### src/rtl/lab3_keypad_scanner.sv
// Column-scan controller for a 4x4 active-low matrix keypad.
// It synchronizes the rows, debounces press and release, and latches a {rows,cols} code for the key decoder.
module lab3_keypad_scanner #(
    parameter int SCAN_CYCLES     = 1000,
    parameter int DEBOUNCE_CYCLES = 50000
) (
    input  logic       clk,
    input  logic       reset,
    input  logic [3:0] rows,
    output logic [3:0] cols,
    output logic [7:0] keypress,
    output logic       key_valid,
    output logic       held
);

    localparam int MAX_CYCLES = (SCAN_CYCLES > DEBOUNCE_CYCLES) ? SCAN_CYCLES : DEBOUNCE_CYCLES;
    localparam int CW = $clog2(MAX_CYCLES + 1);
    localparam logic [CW-1:0] SCAN_LAST = CW'(SCAN_CYCLES - 1);
    localparam logic [CW-1:0] DEB_LAST  = CW'(DEBOUNCE_CYCLES - 1);

    // Handshake: key_valid is a single-cycle strobe with no ready; keypress
    // is stable from the latch until the next latch, so it may be sampled
    // on the strobe cycle or any time while held is high.
    typedef enum logic [1:0] {SCAN, DEBOUNCE, HELD, RELEASE} state_t;

    state_t        state;
    state_t        state_next;
    logic [3:0]    rows_m;
    logic [3:0]    rows_s;
    logic [3:0]    prow;
    logic [3:0]    low;
    logic [1:0]    col_idx;
    logic [CW-1:0] cnt;
    logic          one_low;
    logic          key_up;
    logic          cnt_clr;
    logic          col_adv;
    logic          latch;
    logic          fire;
    logic          release_done;

    assign low     = ~rows_s;
    assign one_low = (low != 4'b0000) && ((low & (low - 4'd1)) == 4'b0000);
    // The latched row bit has gone high; other rows are don't-care here.
    assign key_up  = &(rows_s | prow);

    always_ff @(posedge clk or negedge reset) begin
        if (!reset) begin
            state <= SCAN;
        end else begin
            state <= state_next;
        end
    end

    always_comb begin
        state_next = state;
        case (state)
            SCAN: begin
                if (cnt == SCAN_LAST && one_low) state_next = DEBOUNCE;
            end
            DEBOUNCE: begin
                if (rows_s != prow)       state_next = SCAN;
                else if (cnt == DEB_LAST) state_next = HELD;
            end
            HELD: begin
                if (key_up) state_next = RELEASE;
            end
            RELEASE: begin
                if (!key_up)              state_next = HELD;
                else if (cnt == DEB_LAST) state_next = SCAN;
            end
            default: state_next = SCAN;
        endcase
    end

    always_comb begin
        cols         = ~(4'b0001 << col_idx);
        cnt_clr      = 1'b0;
        col_adv      = 1'b0;
        latch        = 1'b0;
        fire         = 1'b0;
        release_done = 1'b0;
        case (state)
            SCAN: begin
                if (cnt == SCAN_LAST) begin
                    cnt_clr = 1'b1;
                    latch   = one_low;
                    col_adv = !one_low;
                end
            end
            DEBOUNCE: begin
                if (rows_s != prow) begin
                    cnt_clr = 1'b1;
                    col_adv = 1'b1;
                end else if (cnt == DEB_LAST) begin
                    cnt_clr = 1'b1;
                    fire    = 1'b1;
                end
            end
            HELD: begin
                cnt_clr = 1'b1;
            end
            RELEASE: begin
                if (!key_up) begin
                    cnt_clr = 1'b1;
                end else if (cnt == DEB_LAST) begin
                    cnt_clr      = 1'b1;
                    col_adv      = 1'b1;
                    release_done = 1'b1;
                end
            end
            default: cnt_clr = 1'b1;
        endcase
    end

    always_ff @(posedge clk or negedge reset) begin
        if (!reset) begin
            rows_m    <= 4'b1111;
            rows_s    <= 4'b1111;
            prow      <= 4'b1111;
            col_idx   <= 2'd0;
            cnt       <= '0;
            keypress  <= 8'hFF;
            key_valid <= 1'b0;
            held      <= 1'b0;
        end else begin
            rows_m    <= rows;
            rows_s    <= rows_m;
            key_valid <= fire;
            if (cnt_clr) cnt <= '0;
            else         cnt <= cnt + CW'(1);
            if (col_adv) col_idx <= col_idx + 2'd1;
            if (latch) begin
                prow     <= rows_s;
                keypress <= {rows_s, cols};
            end
            if (fire)              held <= 1'b1;
            else if (release_done) held <= 1'b0;
        end
    end

endmodule

### config.mk
export PLATFORM = sky130hd
export DESIGN_NAME = lab3_keypad_scanner
export DESIGN_NICKNAME = d
export VERILOG_FILES = /design/src/rtl/lab3_keypad_scanner.sv
export SDC_FILE = /design/constraint.sdc
export NUM_CORES = 1
export LEC_CHECK = 0
export ABC_AREA = 1
export BUFFER_PORTS_ARGS = -buffer_cell sky130_fd_sc_hd__buf_2
export CORE_MARGIN = 4
export CORE_UTILIZATION = 55
export CTS_BUF_LIST = sky130_fd_sc_hd__clkbuf_4 sky130_fd_sc_hd__clkbuf_8
export DETAILED_ROUTE_END_ITERATION = 16
export PLACE_DENSITY = 0.78
export SLEW_MARGIN = 40
export SYNTH_ARGS = -nofsm -noshare
export SYNTH_HDL_FRONTEND = slang
export SYNTH_SLANG_ARGS = --single-unit
### constraint.sdc
create_clock -name clk -period 1.53 [get_ports clk]
set_input_delay 0.459 -clock clk [delete_from_list [all_inputs] [get_ports clk]]
set_output_delay 0.459 -clock clk [all_outputs]
set_load 0.02 [all_outputs]
==> results of run 1 <==
-- Yosys cell counts --
| cell | number | share of area (%) |
|---|---|---|
| o21ai_0 | 5 | 1.2 |
| dfstp_2 | 16 | 21 |
| ha_1 | 9 | 5.5 |
| buf_6 | 2 | 1.1 |
| xor2_1 | 3 | 1.3 |
| nand2_4 | 1 | 0.55 |
| o21ai_2 | 8 | 3.4 |
| nand2_2 | 10 | 3.1 |
| nand4_1 | 6 | 1.8 |
| a21oi_2 | 1 | 0.43 |
| nor2_1 | 38 | 7.0 |
| inv_1 | 34 | 6.3 |
| nor2_2 | 6 | 1.8 |
| inv_4 | 1 | 0.31 |
| inv_2 | 3 | 0.55 |
| a21oi_1 | 1 | 0.25 |
| nand2_1 | 57 | 11 |
| nor2_4 | 1 | 0.55 |
| nor3_1 | 11 | 2.7 |
| xnor2_1 | 1 | 0.43 |
| dfrtp_1 | 22 | 27 |
| nand3b_1 | 2 | 0.74 |
| nand3_1 | 11 | 2.7 |
-- where the power goes --
group / total, mW / internal (mW) / switching (mW)
clock: 0.739 / 0.362 / 0.377
combinational: 0.104 / 0.0447 / 0.0593
sequential: 1.03 / 1.02 / 0.00744
-- critical path: cells and delay by family (launching register included) --
family | cells | cell delay (ps)
flip-flops | 1 | 560
AND/OR/NAND/NOR | 8 | 830
buffers and inverters | 1 | 50
adder cells (fa/ha/maj) | 1 | 150
-- cells by family after synthesis --
group	after synthesis	share of synthesized area (%)
AOI/OAI and AO/OA	15	5.34
and+or+nand+nor	143	31.5
xor gates and xnor gates	4	1.72
adders and majority gates	9	5.53
buffers and inverters	40	8.23
DFF	38	47.7
-- per-stage QoR --
step	TNS, ps	hold slack (ps)	area, µm²	utilization (%)
2_1_floorplan	-1220	163	2090	-
3_3_place_gp	-573	353	2390	69.4
3_5_place_dp	-2020	347	2390	69.4
4_1_cts	-864	61.6	2700	78.3
5_1_grt	-4590	72.8	2860	83.0
6_report	-2460	45.0	2860	83.0
-- final timing paths --
path,start,end,slack [ps],cells past startpoint
setup / recovery,keypress[6]$_DFFE_PN1P_,state[0]$_DFFE_PN0P_,-160,10
hold / removal,reset,cnt[12]$_DFF_PN0_,40,1
min in group clk,rows[0],rows_m[0]$_DFF_PN1_,260,1
hold reg to reg,rows_m[3]$_DFF_PN1_,rows_s[3]$_DFF_PN1_,360,0
setup reg to reg,keypress[6]$_DFFE_PN1P_,state[0]$_DFFE_PN0P_,-160,10
max in group asynchronous,reset,rows_s[3]$_DFF_PN1_,940,2
-- registers in the layout (all words and copies together), names as in the netlist --
name       cells
rows_m         4
held           1
cnt           16
rows_s         4
key_valid      1
state          2
keypress       8
col_idx        2
-- what timing repair did --
item,4_1_cts,5_1_grt
cloned,1,1
setup endpoints to repair,25,33
hold buffers,0,0
pin swaps,7,14
buffers inserted,5,3
resized for setup,52,29
-- metal layers --
| layer | wire length, µm | share of wire (%) | GRT usage (%) | vias to the layer above |
|---|---|---|---|---|
| met5 | 0 | 0 | 0 | - |
| met4 | 135 | 2.6 | 9.25 | 0 |
| met3 | 273 | 5.3 | 6.00 | 16 |
| met2 | 2550 | 49 | 35.2 | 62 |
| met1 | 2200 | 43 | 31.1 | 883 |
| li1 | - | - | - | 875 |
-- layout make-up --
| cell class | instances | area, µm² | area share [%] |
|---|---|---|---|
| clock buffers | 6 | 82.6 | 2.89 |
| clock inverters | 2 | 12.5 | 0.438 |
| inverters | 38 | 160 | 5.61 |
| multi-input cells | 171 | 1180 | 41.5 |
| flip-flops and latches | 38 | 975 | 34.1 |
| well taps | 46 | 57.6 | 2.01 |
| repair buffers | 47 | 375 | 13.1 |
| repair inverters | 1 | 8.76 | 0.307 |
==> results.json, run 1 <==
{
  "finalCriticalPeriod_ps": 1690,
  "violations": "negative setup slack",
  "portBuffers": 19,
  "vias": 1836,
  "hp-class": "in2async",
  "dieHeight_um": 68.9,
  "core_mm2": 0.00344,
  "synth.net_count": 264,
  "synth.ff_latch_count": 38,
  "slowest_delay_ps": 560,
  "ir_drop_mv": 0.796,
  "start_util_pct": 59.2,
  "grt-ovfl-total": 0,
  "dieArea_mm2": 0.00474,
  "final_cell_mix": "51 x nand2_1, 26 x buf_4, 25 x nor2_1",
  "fin_crit_sh_pct": 111,
  "drt_first_pass_iters": 4,
  "path_cells": "inv_2 -> ha_4 -> nor2_4 -> nand4_1 -> nand2_1 -> nand2_2 -> nand2_8 -> nor2_4 -> nand2_1 -> nand2_1",
  "clockRootBuffer": "clkbuf_8",
  "worst_setup_path_end_kind": "flop",
  "syn_area_per_cell_um2": 8.18,
  "slew_viol_final": 0,
  "setup_viol": 25,
  "worst-path-max-fanout": 5,
  "synth.distinct_cells": 23,
  "wl_um": 5160,
  "fmax_mhz": 590,
  "worst-setup-path-type": "reg2reg",
  "io_pins": 20,
  "drive_gt1_share_pct": 51.2,
  "synth_area_mm2": 0.00204,
  "area_growth_pct": 40.2,
  "cts_made_buffers": 5,
  "final_cells": 349,
  "timing.slew.headroom_pct": 75.1,
  "cts.clk_slew.worst_paths_ps": 80,
  "final-hold-violation-count": 0,
  "pre_cts_slack_ps": -153,
  "detailedRoute.firstIterationViolations": 98,
  "clk-insertion-delay-late_ps": 300,
  "cp.arrival_ps": 1890,
  "final_nets": 317,
  "required_ps": 1720,
  "ys_seq_area_share_pct": 47.7,
  "fill_cells": 187,
  "route.detailed.drc": 0,
  "hpwl_um": 3110,
  "antenna_found_initial": 0,
  "outcome": "finished, violations left",
  "power.density_mw_per_mm2": 656,
  "viasPerCell": 5.26,
  "cts_tree": "done",
  "n_antenna_cell": 0,
  "crit_top_cell": "nand2_1",
  "rsz0062_at_grt": "yes",
  "clkSinkCount": 38,
  "finalWeightedCongestion": 0.849,
  "dpl.cell_count": 331,
  "cts_buffer_depth": 2,
  "grt_usage_pct": 23.0,
  "wl_per_cell_um": 14.8,
  "drv_cap": 0,
  "die_x_um": 68.9,
  "crit_path_start_kind": "flop",
  "grt_start_max_net_pins": 17,
  "drtAntennaViolNets": 0,
  "total_power_mw": 1.87,
  "tightest_slew_ps": 371,
  "yosys_warnings": 0,
  "critPathSlowestCell": "dfstp_2",
  "first_global_vias": 1749,
  "rows": 21,
  "final_common_cell": "nand2_1",
  "grt_pass1_wl_um": 7950,
  "skew_ps": 8.53,
  "syn_inst": 249,
  "fin_ws_ps": -164,
  "leakage_nw": 1.26,
  "h-tree-depth": 2
}
No activity file was read; power rests on OpenSTA's default activity.
==> run 2, diff against run 1 <==
--- a/config.mk
+++ b/config.mk
@@ -8,10 +8,10 @@
 export ABC_AREA = 1
 export BUFFER_PORTS_ARGS = -buffer_cell sky130_fd_sc_hd__buf_2
 export CORE_MARGIN = 4
-export CORE_UTILIZATION = 55
+export CORE_UTILIZATION = 61
 export CTS_BUF_LIST = sky130_fd_sc_hd__clkbuf_4 sky130_fd_sc_hd__clkbuf_8
 export DETAILED_ROUTE_END_ITERATION = 16
-export PLACE_DENSITY = 0.78
+export PLACE_DENSITY = 0.82
 export SLEW_MARGIN = 40
 export SYNTH_ARGS = -nofsm -noshare
 export SYNTH_HDL_FRONTEND = slang
==> constraint.sdc (replaced) <==
create_clock -name clk -period 1.8 [get_ports clk]
set_input_delay 0.54 -clock clk [delete_from_list [all_inputs] [get_ports clk]]
set_output_delay 0.54 -clock clk [all_outputs]
set_load 0.02 [all_outputs]
==> run 2 against run 1 <==
Against the previous run: the flow now finishes without violations; die area is 8.7% lower; global-route usage is 3.0 points lower; sequential cell count stayed put; routed wire length is 22% lower; critical path type is now reg2out; largest cell class unchanged.
==> results.json, run 2 (synthesis gave the netlist of run 1 again) <==
{
  "outcome": "completed",
  "rsz0062_at_grt": "yes",
  "timing.rr.start": "keypress[4]$_DFFE_PN1P_",
  "timing.slew.headroom_pct": 70.0,
  "leakage_nw": 1.12,
  "total_power_mw": 1.40,
  "skew_ps": 17.2,
  "cts.clk_slew.worst_paths_ps": 120,
  "worst-setup-path-type": "reg2out",
  "final_cells": 326,
  "fin_hold_ws_ps": 211,
  "busiest_layer": "met1",
  "io_pins": 20,
  "cp.arrival_ps": 1210,
  "cts_buffer_depth": 2,
  "power.density_mw_per_mm2": 579,
  "fin_crit_sh_pct": 97.1,
  "fill_cells": 214,
  "first_global_vias": 1439,
  "setup_viol": 0,
  "vias": 1656,
  "finalCriticalPeriod_ps": 1750,
  "grt.met3_usage_pct": 5.10,
  "drive_gt1_share_pct": 35.5,
  "cts_made_buffers": 5,
  "finalWeightedCongestion": 0.848,
  "die_x_um": 65.8,
  "r2r-end": "cnt[7]$_DFF_PN0_",
  "grt_use_met1_pct": 29.5,
  "route.detailed.drc": 0,
  "dieArea_mm2": 0.00433,
  "final_cell_mix": "57 x nand2_1, 35 x nor2_1, 29 x inv_1",
  "wl_um": 4000,
  "path_cells": "ha_4 -> inv_1 -> buf_4",
  "pre_cts_slack_ps": 47.6,
  "required_ps": 1260,
  "grt_start_max_net_pins": 39,
  "hpwl_um": 2780,
  "grt-ovfl-total": 0,
  "antenna_found_initial": 0,
  "setup_tns_ps": 0,
  "drtAntennaViolNets": 0,
  "drv_cap": 0,
  "viasPerCell": 5.08,
  "hold_buffers": 0,
  "clk-insertion-delay-late_ps": 350,
  "slowest_delay_ps": 480,
  "grt_use_met2_pct": 27.4,
  "worst-path-max-fanout": 4,
  "reg2reg_slack_ps": 80,
  "clkSinkCount": 38,
  "final_common_cell": "nand2_1",
  "area_growth_pct": 18.7,
  "crit_path_start_kind": "flop",
  "fin_util_pct": 77.3,
  "detailedRoute.firstIterationViolations": 107,
  "design_area_mm2": 0.00242,
  "placed_cell_area_mm2": 0.00219,
  "final_nets": 296,
  "drt_first_pass_iters": 4,
  "fmax_mhz": 572,
  "slew_viol_final": 0,
  "grt_pass1_wl_um": 6580,
  "core_mm2": 0.00313,
  "dieHeight_um": 65.8,
  "ir_drop_mv": 0.488,
  "multi_input_area_um2": 996,
  "wl_per_cell_um": 12.3,
  "rows": 20,
  "final-hold-violation-count": 0,
  "dpl.cell_count": 314,
  "h-tree-depth": 2,
  "grt_usage_pct": 20.0,
  "largest_reg_flops": 16,
  "portBuffers": 19,
  "largest-register": "cnt",
  "reg2reg_depth": 9,
  "start_util_pct": 65.1,
  "tightest_slew_ps": 450,
  "hp-class": "in2async",
  "cts_tree": "done",
  "regArea_um2": 973,
  "worst_setup_path_end_kind": "output port",
  "critPathSlowestCell": "dfrtp_2",
  "fin_ws_ps": 52.5,
  "clockRootBuffer": "clkbuf_4",
  "n_antenna_cell": 0,
  "top_regs": "cnt x16, keypress x8"
}
## run 2: worst max path at each step
| stage | from | endpoint | slack [ps] | cells after the start |
|---|---|---|---|---|
| 2_1_floorplan | keypress[5]$_DFFE_PN1P_ | cnt[10]$_DFF_PN0_ | 70 | 10 |
| 3_5_place_dp | keypress[5]$_DFFE_PN1P_ | cnt[7]$_DFF_PN0_ | 50 | 9 |
| 4_1_cts | col_idx[0]$_DFFE_PN0P_ | cols[2] | -5 | 4 |
| 6_report | col_idx[0]$_DFFE_PN0P_ | cols[3] | 50 | 3 |
| 5_1_grt | rows_s[0]$_DFF_PN1_ | cnt[11]$_DFF_PN0_ | -30 | 9 |
| 3_3_place_gp | rows_s[1]$_DFF_PN1_ | cnt[7]$_DFF_PN0_ | 130 | 9 |
## run 2: what timing repair did
action / in CTS / in global routing
gates resized for setup: 4 / 29
endpoints found under the setup margin: 3 / 16
buffers inserted: 0 / 4
pin swaps: 0 / 6
## run 2: critical path, delay by kind of cell, from the launching register on
kind	cells	cell delay (ps)
flops	1	480
buf+inv	2	200
fa+ha+maj	1	190
## run 2: area by class of cell
class / instances / area share, %
clock buffer: 7 / 2.43
clock inverter: 1 / 0.207
inverter: 38 / 6.31
multi-input combinational: 171 / 41.2
sequential: 38 / 40.3
tap: 44 / 2.28
timing repair buffer: 27 / 7.30
## run 2: power breakdown
group / switching, mW / internal (mW) / leakage [nW]
Combinational: 0.0358 / 0.0183 / 0.625
Sequential: 0.00434 / 0.871 / 0.456
Clock: 0.265 / 0.204 / 0.0387
## run 2: metal layers
metal,share of wire (%),vias to the layer above
met3,6.2,9
met2,45,49
met4,2.0,0
met5,0,-
met1,47,755
li1,-,843
